File: config.mk
export PLATFORM = sky130hd
export DESIGN_NAME = mcu_subsys_bus_decoder
export DESIGN_NICKNAME = d
export VERILOG_FILES = /design/src/rtl/mcu_subsys_pkg.sv /design/src/rtl/mcu_subsys_addr_decode.sv /design/src/rtl/mcu_subsys_bus_decoder.sv
export SDC_FILE = /design/constraint.sdc
export NUM_CORES = 1
export LEC_CHECK = 0
export CORE_MARGIN = 4
export CORE_UTILIZATION = 34
export CTS_BUF_LIST = sky130_fd_sc_hd__clkbuf_4
export DETAILED_ROUTE_END_ITERATION = 8
export PLACE_DENSITY = 0.89
export SETUP_SLACK_MARGIN = 0.3
export SLEW_MARGIN = 5
export SYNTH_ARGS = -nofsm -noshare
export SYNTH_HDL_FRONTEND = slang
export SYNTH_SLANG_ARGS = --single-unit
File: constraint.sdc
create_clock -name clk -period 1.6 [get_ports clk]
set_clock_uncertainty 0.1 [all_clocks]
set_input_delay 0.32 -clock clk [delete_from_list [all_inputs] [get_ports clk]]
set_output_delay 0.32 -clock clk [all_outputs]
set_load 0.1 [all_outputs]
File: src/rtl/mcu_subsys_pkg.sv
// Shared types and constants for the MCU subsystem bus fabric.
package mcu_subsys_pkg;

    typedef enum logic [1:0] {IDLE, ACCESS, RESP} state_t;
    typedef enum logic [1:0] {TGT_NONE, TGT_SRAM, TGT_PERIPH} tgt_t;

    typedef struct packed {
        logic [31:0] addr;
        logic [31:0] wdata;
        logic [3:0]  wstrb;
    } mem_req_t;

    localparam logic [31:0] BUS_ERR_RDATA    = 32'hDEAD_BEEF;
    localparam logic [31:0] DEF_SRAM_BASE    = 32'h0000_0000;
    localparam int          DEF_SRAM_AW      = 16;
    localparam logic [31:0] DEF_PERIPH_BASE  = 32'h4000_0000;
    localparam int          DEF_PERIPH_AW    = 16;

    // Low-bit mask of a 2**aw byte window.
    function automatic logic [31:0] win_mask(input int aw);
        return (aw >= 32) ? '1 : ((32'h1 << aw) - 32'h1);
    endfunction

endpackage

File: src/rtl/mcu_subsys_addr_decode.sv
// Combinational window decode: byte address -> target and in-window offset.
module mcu_subsys_addr_decode
    import mcu_subsys_pkg::*;
#(
    parameter logic [31:0] SRAM_BASE   = DEF_SRAM_BASE,
    parameter int          SRAM_AW     = DEF_SRAM_AW,
    parameter logic [31:0] PERIPH_BASE = DEF_PERIPH_BASE,
    parameter int          PERIPH_AW   = DEF_PERIPH_AW
) (
    input  logic [31:0] addr,
    output tgt_t        tgt,
    output logic [31:0] offset
);

    localparam logic [31:0] SRAM_MASK   = win_mask(SRAM_AW);
    localparam logic [31:0] PERIPH_MASK = win_mask(PERIPH_AW);

    // SRAM is tested first so an overlapping misconfiguration resolves to SRAM.
    always_comb begin
        tgt    = TGT_NONE;
        offset = '0;
        if ((addr & ~SRAM_MASK) == SRAM_BASE) begin
            tgt    = TGT_SRAM;
            offset = addr & SRAM_MASK;
        end else if ((addr & ~PERIPH_MASK) == PERIPH_BASE) begin
            tgt    = TGT_PERIPH;
            offset = addr & PERIPH_MASK;
        end
    end

endmodule

File: src/rtl/mcu_subsys_bus_decoder.sv
// CPU native-port decoder to SRAM / peripheral window with registered request stage.
// Optional target wait timeout enabled by defining MCU_BUS_TIMEOUT_EN.
module mcu_subsys_bus_decoder
    import mcu_subsys_pkg::*;
#(
    parameter logic [31:0] SRAM_BASE      = DEF_SRAM_BASE,
    parameter int          SRAM_AW        = DEF_SRAM_AW,
    parameter logic [31:0] PERIPH_BASE    = DEF_PERIPH_BASE,
    parameter int          PERIPH_AW      = DEF_PERIPH_AW,
    parameter int          TIMEOUT_CYCLES = 255
) (
    input  logic        clk,
    input  logic        rst_n,
    input  logic        cpu_mem_valid,
    output logic        cpu_mem_ready,
    input  logic [31:0] cpu_mem_addr,
    input  logic [31:0] cpu_mem_wdata,
    input  logic [3:0]  cpu_mem_wstrb,
    output logic [31:0] cpu_mem_rdata,
    output logic        sram_mem_valid,
    input  logic        sram_mem_ready,
    output logic [31:0] sram_mem_addr,
    output logic [31:0] sram_mem_wdata,
    output logic [3:0]  sram_mem_wstrb,
    input  logic [31:0] sram_mem_rdata,
    output logic        per_mem_valid,
    input  logic        per_mem_ready,
    output logic [31:0] per_mem_addr,
    output logic [31:0] per_mem_wdata,
    output logic [3:0]  per_mem_wstrb,
    input  logic [31:0] per_mem_rdata,
    output logic        bus_err,
    output logic [31:0] bus_err_addr,
    input  logic        bus_err_clr
);

    if (TIMEOUT_CYCLES < 1 || TIMEOUT_CYCLES > 65535) begin : g_bad_timeout
        $error("TIMEOUT_CYCLES must be within 1..65535");
    end

    state_t      state_q, state_d;
    tgt_t        tgt_q, dec_tgt;
    mem_req_t    req_q;
    logic [31:0] dec_off;
    logic        acc_ready;
    logic [31:0] acc_rdata;
    logic        timeout;
    logic        err_evt;
    logic [31:0] err_addr_d;

    mcu_subsys_addr_decode #(
        .SRAM_BASE  (SRAM_BASE),
        .SRAM_AW    (SRAM_AW),
        .PERIPH_BASE(PERIPH_BASE),
        .PERIPH_AW  (PERIPH_AW)
    ) u_dec (
        .addr  (cpu_mem_addr),
        .tgt   (dec_tgt),
        .offset(dec_off)
    );

    assign acc_ready = (tgt_q == TGT_PERIPH) ? per_mem_ready : sram_mem_ready;
    assign acc_rdata = (tgt_q == TGT_PERIPH) ? per_mem_rdata : sram_mem_rdata;

`ifdef MCU_BUS_TIMEOUT_EN
    localparam logic [15:0] WAIT_LAST = 16'(TIMEOUT_CYCLES - 1);
    logic [15:0] wait_cnt;
    logic [31:0] cpu_addr_q;

    // Counter value equals the number of ACCESS cycles already spent without ready.
    always_ff @(posedge clk or negedge rst_n) begin
        if (!rst_n) begin
            wait_cnt   <= '0;
            cpu_addr_q <= '0;
        end else begin
            if (state_q != ACCESS)
                wait_cnt <= '0;
            else if (!acc_ready)
                wait_cnt <= wait_cnt + 16'd1;
            if (state_q == IDLE && cpu_mem_valid)
                cpu_addr_q <= cpu_mem_addr;
        end
    end

    assign timeout = (state_q == ACCESS) && !acc_ready && (wait_cnt == WAIT_LAST);
`else
    assign timeout = 1'b0;
`endif

    always_comb begin
        state_d    = state_q;
        err_evt    = 1'b0;
        err_addr_d = cpu_mem_addr;
        case (state_q)
            IDLE: if (cpu_mem_valid) begin
                state_d = (dec_tgt == TGT_NONE) ? RESP : ACCESS;
                err_evt = (dec_tgt == TGT_NONE);
            end
            ACCESS: if (acc_ready || timeout) begin
                state_d = RESP;
                err_evt = timeout;
`ifdef MCU_BUS_TIMEOUT_EN
                err_addr_d = cpu_addr_q;
`endif
            end
            RESP:    state_d = IDLE;
            default: state_d = IDLE;
        endcase
    end

    always_ff @(posedge clk or negedge rst_n) begin
        if (!rst_n) begin
            state_q       <= IDLE;
            tgt_q         <= TGT_NONE;
            req_q         <= '0;
            cpu_mem_ready <= 1'b0;
            cpu_mem_rdata <= '0;
            bus_err       <= 1'b0;
            bus_err_addr  <= '0;
        end else begin
            state_q <= state_d;
            if (state_q == IDLE && cpu_mem_valid) begin
                tgt_q <= dec_tgt;
                req_q <= '{addr: dec_off, wdata: cpu_mem_wdata, wstrb: cpu_mem_wstrb};
            end
            cpu_mem_ready <= (state_d == RESP);
            cpu_mem_rdata <= (state_d != RESP) ? '0 : (err_evt ? BUS_ERR_RDATA : acc_rdata);
            // A fresh error beats a simultaneous clear and re-arms the address capture.
            if (err_evt) begin
                bus_err <= 1'b1;
                if (!bus_err || bus_err_clr)
                    bus_err_addr <= err_addr_d;
            end else if (bus_err_clr) begin
                bus_err      <= 1'b0;
                bus_err_addr <= '0;
            end
        end
    end

    assign sram_mem_valid = (state_q == ACCESS) && (tgt_q == TGT_SRAM);
    assign per_mem_valid  = (state_q == ACCESS) && (tgt_q == TGT_PERIPH);
    assign sram_mem_addr  = req_q.addr;
    assign sram_mem_wdata = req_q.wdata;
    assign sram_mem_wstrb = req_q.wstrb;
    assign per_mem_addr   = req_q.addr;
    assign per_mem_wdata  = req_q.wdata;
    assign per_mem_wstrb  = req_q.wstrb;

endmodule

==> results of run 1 <==
## power groups by stage
stage / registers [mW] / clock network, mW / logic, mW
finish: 3.82 / 1.94 / 6.25
global route: 3.84 / 2.13 / 6.39
CTS: 3.81 / 1.99 / 5.85
detailed placement: 3.85 / 0 / 5.51
global placement: 3.83 / 0 / 5.44
floorplan: 5.42 / 0 / 1.88
## what timing repair did
action | in CTS | in global routing
setup buffers | 27 | 45
pin swaps | 61 | 62
setup endpoints to repair | 294 | 294
cloned | 12 | 6
gates resized for setup | 80 | 113
hold buffers | 3 | 3
hold endpoints to repair | 122 | 3
## cells in the final DEF, fill, tap and decap left out, types with 24 or more instances in the layout
cell,instances
dfrtp_4,52
conb_1,32
nand2_2,35
dfrtp_1,35
nand2_4,36
nand2_1,57
buf_4,70
buf_12,190
clkdlybuf4s50_1,127
mux2i_1,24
dfrtp_2,35
a22o_1,49
## state kept, by name, summed over array words and instances (netlist names)
name and flops:
bus_err 1, bus_err_addr 32, cpu_mem_rdata 32, cpu_mem_ready 1
per_mem_addr 16, per_mem_wdata 32, per_mem_wstrb 4, state_q 2
tgt_q 2
## synthesized netlist by cell type, drive strengths merged
cell	number	share of area
or3b	2	0.0033
nand4	1	0.0012
nor4	3	0.0035
nor3b	1	0.0014
mux2i	25	0.047
or2b	1	0.0014
nand2b	1	0.0012
a21oi	9	0.0085
dfrtp	122	0.58
a22o	49	0.081
o31ai	1	0.0014
nand2	129	0.091
and3	2	0.0024
nor2b	1	0.0012
and4bb	1	0.0024
nor2	2	0.0019
o21ai	24	0.024
inv	1	0.00071
clkbuf	11	0.0078
nor3	1	0.00094
conb	1	0.00071
buf	102	0.14
a31o	1	0.0017
## critical path: cells and delay by family, from the launching register on
family | cells | cell delay [ns]
flops | 1 | 0.42
simple gates | 1 | 0.32
buf+inv | 2 | 0.31
## path summary, 6_finish.rpt
check	from	cells after the start	end	slack [ns]
max in group asynchronous	rst_n	3	per_mem_wdata[11]	0.44
max	state_q[1]	3	sram_mem_valid	-0.40
max reg2reg	tgt_q[1]	7	cpu_mem_rdata[27]	-0.36
min reg2reg	bus_err_addr[30]	1	bus_err_addr[30]	0.47
min in group asynchronous	rst_n	3	per_mem_wdata[13]	0.28
min	cpu_mem_addr[24]	2	bus_err_addr[24]	0.08
## layout make-up
class                   count  share of cell area
repair buffers            436               0.515
flip-flops and latches    122               0.266
multi-input cells         286               0.177
well taps                 211              0.0213
clock buffers              17              0.0103
clock inverters            15             0.00980
inverters                   1            0.000303
## per-layer routing
layer,global-route usage,share of wire
met3,0.0745,0.082
met2,0.437,0.53
met1,0.261,0.37
met4,0.0814,0.027
met5,0,0
## logic make-up after synthesis
| group | count (synthesis) |
|---|---|
| compound gates | 84 |
| buf+inv | 114 |
| flops | 122 |
| mux | 25 |
| other cells | 1 |
| simple gates | 145 |
==> impl_metrics.yaml, run 1 <==
run_status:
  status: "finished with violations"
  violations: "negative setup slack"
critical_path:
  path_class: "register to output port"
  crit_chain: "buf_6 -> and4bb_2 -> buf_12"
  worst_setup_path_end_kind: "output port"
  cp_slowest_cell: "dfrtp_1"
  critPathRequiredTime_ns: 1.18
  startpoint_type: "register"
  crit_arrival_ns: 1.58
  crit_path_max_incr_delay_ns: 0.42
  worstPathMaxFanout: 4
clocking:
  cts.clk_slew.worst_paths_ns: 0.12
  ctsHtreeMaxLevel: 4
  clock_latency_ns: 0.52
  clockRootBuffer: "clkbuf_4"
  clockBufferDepth: 2
  cts_made_buffers: 17
  clock_sinks: 122
  cts_tree: "yes"
pwr:
  p_leak_nw: 5.53
  cellPowerDensity_nw_per_um2: 969
  p_switching_mw: 5.63
  swShare: 0.469
  power_frac_seq: 0.318
  p_clk_frac: 0.162
  p_total_mw: 12.0
  p_int_mw: 6.38
  ir_drop_mv: 0.762
  p_comb_frac: 0.520
logic_synthesis:
  ys_warn_count: 0
  yosysSeqAreaShare: 0.576
  syn_area_per_cell_um2: 10.8
  syn_inst: 491
  synth_top_family_by_area: "buffers and inverters"
  synth.area.mux_share: 0.0472
  yosys.area_share.simple: 0.112
  yosys.area_share.adder: 0
  ys_seq_elements: 122
  synth_compound_area_frac: 0.117
  syn_area_um2: 5300
  synth_cell_types: 30
  synth_xor_area_frac: 0
cells_and_area:
  seqCellArea_um2: 3290
  final_util: 0.812
  fin_nets: 1002
  syn_to_final_growth_pct: 134
  layout.cells.non_filler: 1088
  multiInputGateArea_um2: 2190
  fillers: 706
  final_area_um2: 12400
  diodes: 0
  drive_gt1_frac: 0.608
timing:
  finalHoldViolCount: 0
  rsz0062_at_grt: "true"
  final.setup.tns_ns: -35.29
  fin_ws_ns: -0.398
  finalHoldWorstSlack_ns: 0.0806
  setup_viol_count_final: 228
  clock.fmax_mhz: 500
  period_share: 1.25
  finalCriticalPeriod_ns: 2.00
  slew_viol_final: 0
detailed_routing:
  totalWireLength_um: 24000
  viasPerCell: 4.83
  dr_total_vias: 5255
  ant_nets: 0
  drt_iter0_drc: 236
  avgRoutedWirePerCell_um: 22.0
  post-route-drc-count: 0
  first_pass_iters: 4
place:
  place_area_um2: 10400
  dp_cells: 960
  portBuffers: 309
  pre_cts_ws_ns: -0.617
  dpl.hpwl_um: 14900
  place.gp.congestion: 0.800
floorplanning:
  ios: 342
  core_um2: 15300
  die_w_um: 133
  row_count: 45
  initial_core_util: 0.348
  die_y_um: 133
  die_area_um2: 17700
job:
  maxCapViolCount: 0
grt:
  track_usage: 0.239
  grt_pass1_vias: 5269
  antenna_found_initial: 0
  grt_max_degree: 78
  grt_pass1_wl_um: 32200
  gr-total-overflow: 0
worst_hold_path:
  hp-class: "input port to register"
Power figures use the tool's default switching activity.
==> run 2, diff against run 1 <==
CORE_UTILIZATION = 36   (was 34)
PLACE_DENSITY = 0.88   (was 0.89)
SYNTH_HIERARCHICAL = 1   (was unset)
==> impl_metrics.yaml, run 2 <==
run_status:
  status: "finished with violations"
  violations: "negative setup slack"
grt:
  antenna_found_initial: 2
  gr-total-overflow: 0
  grt_pass1_wl_um: 42000
  grt_max_degree: 34
  grt_pass1_vias: 6304
  track_usage: 0.289
critical_path:
  crit_family: "simple AND/OR/NAND/NOR gates"
  startpoint_type: "register"
  worst_setup_path_end_kind: "output port"
  critPathRequiredTime_ns: 1.18
  crit_chain: "buf_6 -> nand2b_4 -> nor3b_4 -> buf_12"
  crit_path_max_incr_delay_ns: 0.42
  crit_arrival_ns: 1.80
  path_class: "register to output port"
  cp_slowest_cell: "dfrtp_1"
  worstPathMaxFanout: 3
  crit_buf_inv: 2
logic_synthesis:
  syn_area_per_cell_um2: 13.6
  syn_inst: 458
  synth_edf_count: 0
  synth_cell_types: 37
  netlist_top_cells_count: "138 x dfrtp_1, 84 x buf_4, 70 x mux2_2"
  ys_top_cells_by_area: "dfrtp_1 56%, mux2_2 13%, buf_4 10%"
  synth-main-ff-cell: "dfrtp_1"
  synthArstFlopShare: 1.00
  yosysSeqAreaShare: 0.556
  yosysTopAreaCellShare: 0.556
  ys_seq_elements: 138
  yosysTopAreaCell: "dfrtp_1"
  ys_warn_count: 6
  syn_area_um2: 6210
  synth_most_common_cell: "dfrtp_1"
job:
  maxCapViolCount: 0
detailed_routing:
  totalWireLength_um: 29800
  wl_met2_um: 15500
  dr_wl_met3_um: 2930
  drt_iter0_drc: 305
  met1_length_um: 10100
  dr_total_vias: 5698
  top_layer_used: "met4"
  viasPerCell: 5.23
  ant_nets: 0
  avgRoutedWirePerCell_um: 27.4
  post-route-drc-count: 0
  first_pass_iters: 4
timing:
  finalCriticalPeriod_ns: 2.22
  fin_ws_ns: -0.616
  setup_viol_count_final: 331
  clock.fmax_mhz: 451
  slew_viol_final: 0
  period_share: 1.38
  rsz0062_at_grt: "true"
  finalHoldViolCount: 0
clocking:
  ctsHtreeMaxLevel: 4
  clock_sinks: 138
  cts.clk_slew.worst_paths_ns: 0.14
  clockBufferDepth: 2
  cts_tree: "yes"
  clock_latency_ns: 0.58
  cts_made_buffers: 17
  clockRootBuffer: "clkbuf_4"
floorplanning:
  core_um2: 16800
  die_y_um: 139
  row_count: 47
  die_area_um2: 19400
  die_w_um: 139
  ios: 342
  initial_core_util: 0.371
cells_and_area:
  final_common_cell: "buf_12"
  drive_gt1_frac: 0.710
  layout_common_cells: "227 x buf_12, 120 x clkdlybuf4s50_1, 68 x mux2_4, 68 x dfrtp_4, 58 x buf_4"
  fin_nets: 993
  syn_to_final_growth_pct: 125
  final_area_um2: 14000
  layout.cells.non_filler: 1090
place:
  dpl.hpwl_um: 19700
  place.gp.congestion: 0.820
  portBuffers: 341
  place_area_um2: 12400
  dp_cells: 965
pwr:
  ir_drop_mv: 0.907
  p_leak_nw: 6.00
  p_total_mw: 15.1
  cellPowerDensity_nw_per_um2: 1080
worst_hold_path:
  hp-class: "input port to register"
[run 2: cell types whose count changed after synthesis, sizes merged, moves of 7 or more]
cell    before  now
dfrtp      122  138
mux2         0   70
nand2b       1   17
a221o        0   24
mux2i       25    8
nor4         3   19
o21ai       24    1
a21oi        9    2
nor3         1   13
nand2      129    1
a22o        49   32
[run 2: area by class of cell]
cell class	count	area, µm²
clock inverters	14	196
multi-input cells	224	2550
fillers	721	2800
inverters	1	3.75
clock buffers	18	135
well taps	220	275
flip-flops and latches	138	3760
repair buffers	473	7040
diodes	2	5.00
[run 2: path summary, 6_finish.rpt]
path / from / endpoint / slack (ns) / cells after the start
setup / recovery: state_q[1] / per_mem_valid / -0.62 / 4
setup reg to reg: state_q[0] / bus_err_addr[31] / -0.57 / 5
min in group asynchronous: rst_n / per_mem_addr[22] / 0.09 / 2
max in group asynchronous: rst_n / per_mem_addr[15] / 0.73 / 3
hold reg to reg: bus_err_addr[0] / bus_err_addr[0] / 0.48 / 1
hold / removal: cpu_mem_addr[26] / bus_err_addr[26] / 0.07 / 3
[run 2: worst register-to-register path, delay by kind of cell (launching register included)]
family / cells / cell delay (ns)
and+or+nand+nor: 2 / 0.95
AOI/OAI and AO/OA: 1 / 0.16
DFF: 1 / 0.46
buffers and inverters: 2 / 0.45
[run 2: power by group]
group	leakage (nW)	internal (mW)	switching (mW)
logic	4.22	3.05	4.80
clock network	0.169	1.27	1.49
registers	1.61	3.95	0.564
total	6.00	8.26	6.85
[run 2: per-layer routing]
metal / track usage / vias up
met4: 0.106 / 0
met3: 0.128 / 82
met2: 0.517 / 363
li1: - / 2378
met1: 0.300 / 2875
met5: 0 / -
[run 2: kinds of logic (layout without fill, tap and decap cells)]
| group | count (synthesis) | after routing | synth area share |
|---|---|---|---|
| simple gates | 64 | 66 | 0.0774 |
| buf+inv | 114 | 506 | 0.129 |
| compound gates | 63 | 64 | 0.0971 |
| other cells | 1 | 18 | 0.000604 |
| flops | 138 | 138 | 0.556 |
| mux | 78 | 78 | 0.140 |
[run 2: per-stage QoR]
step           hold slack (ns)  setup slack (ns)  utilization  setup TNS (ns)
2_1_floorplan          -0.0756            -0.584            -          -33.57
3_3_place_gp             0.128            -0.970        0.739          -90.81
3_5_place_dp             0.133            -0.974        0.739          -91.95
4_1_cts                0.00563            -0.596        0.811          -59.17
5_1_grt                 0.0312            -0.673        0.833          -88.35
6_report                0.0677            -0.616        0.833          -72.47
[run 2: what timing repair did]
item / CTS / global route
endpoints found under the setup margin: 342 / 342
hold buffers: 10 / 3
endpoints found under the hold margin: 147 / 3
gates resized for setup: 81 / 25
pin swaps: 12 / 11
buffers inserted: 45 / 19
cloned: 9 / 5
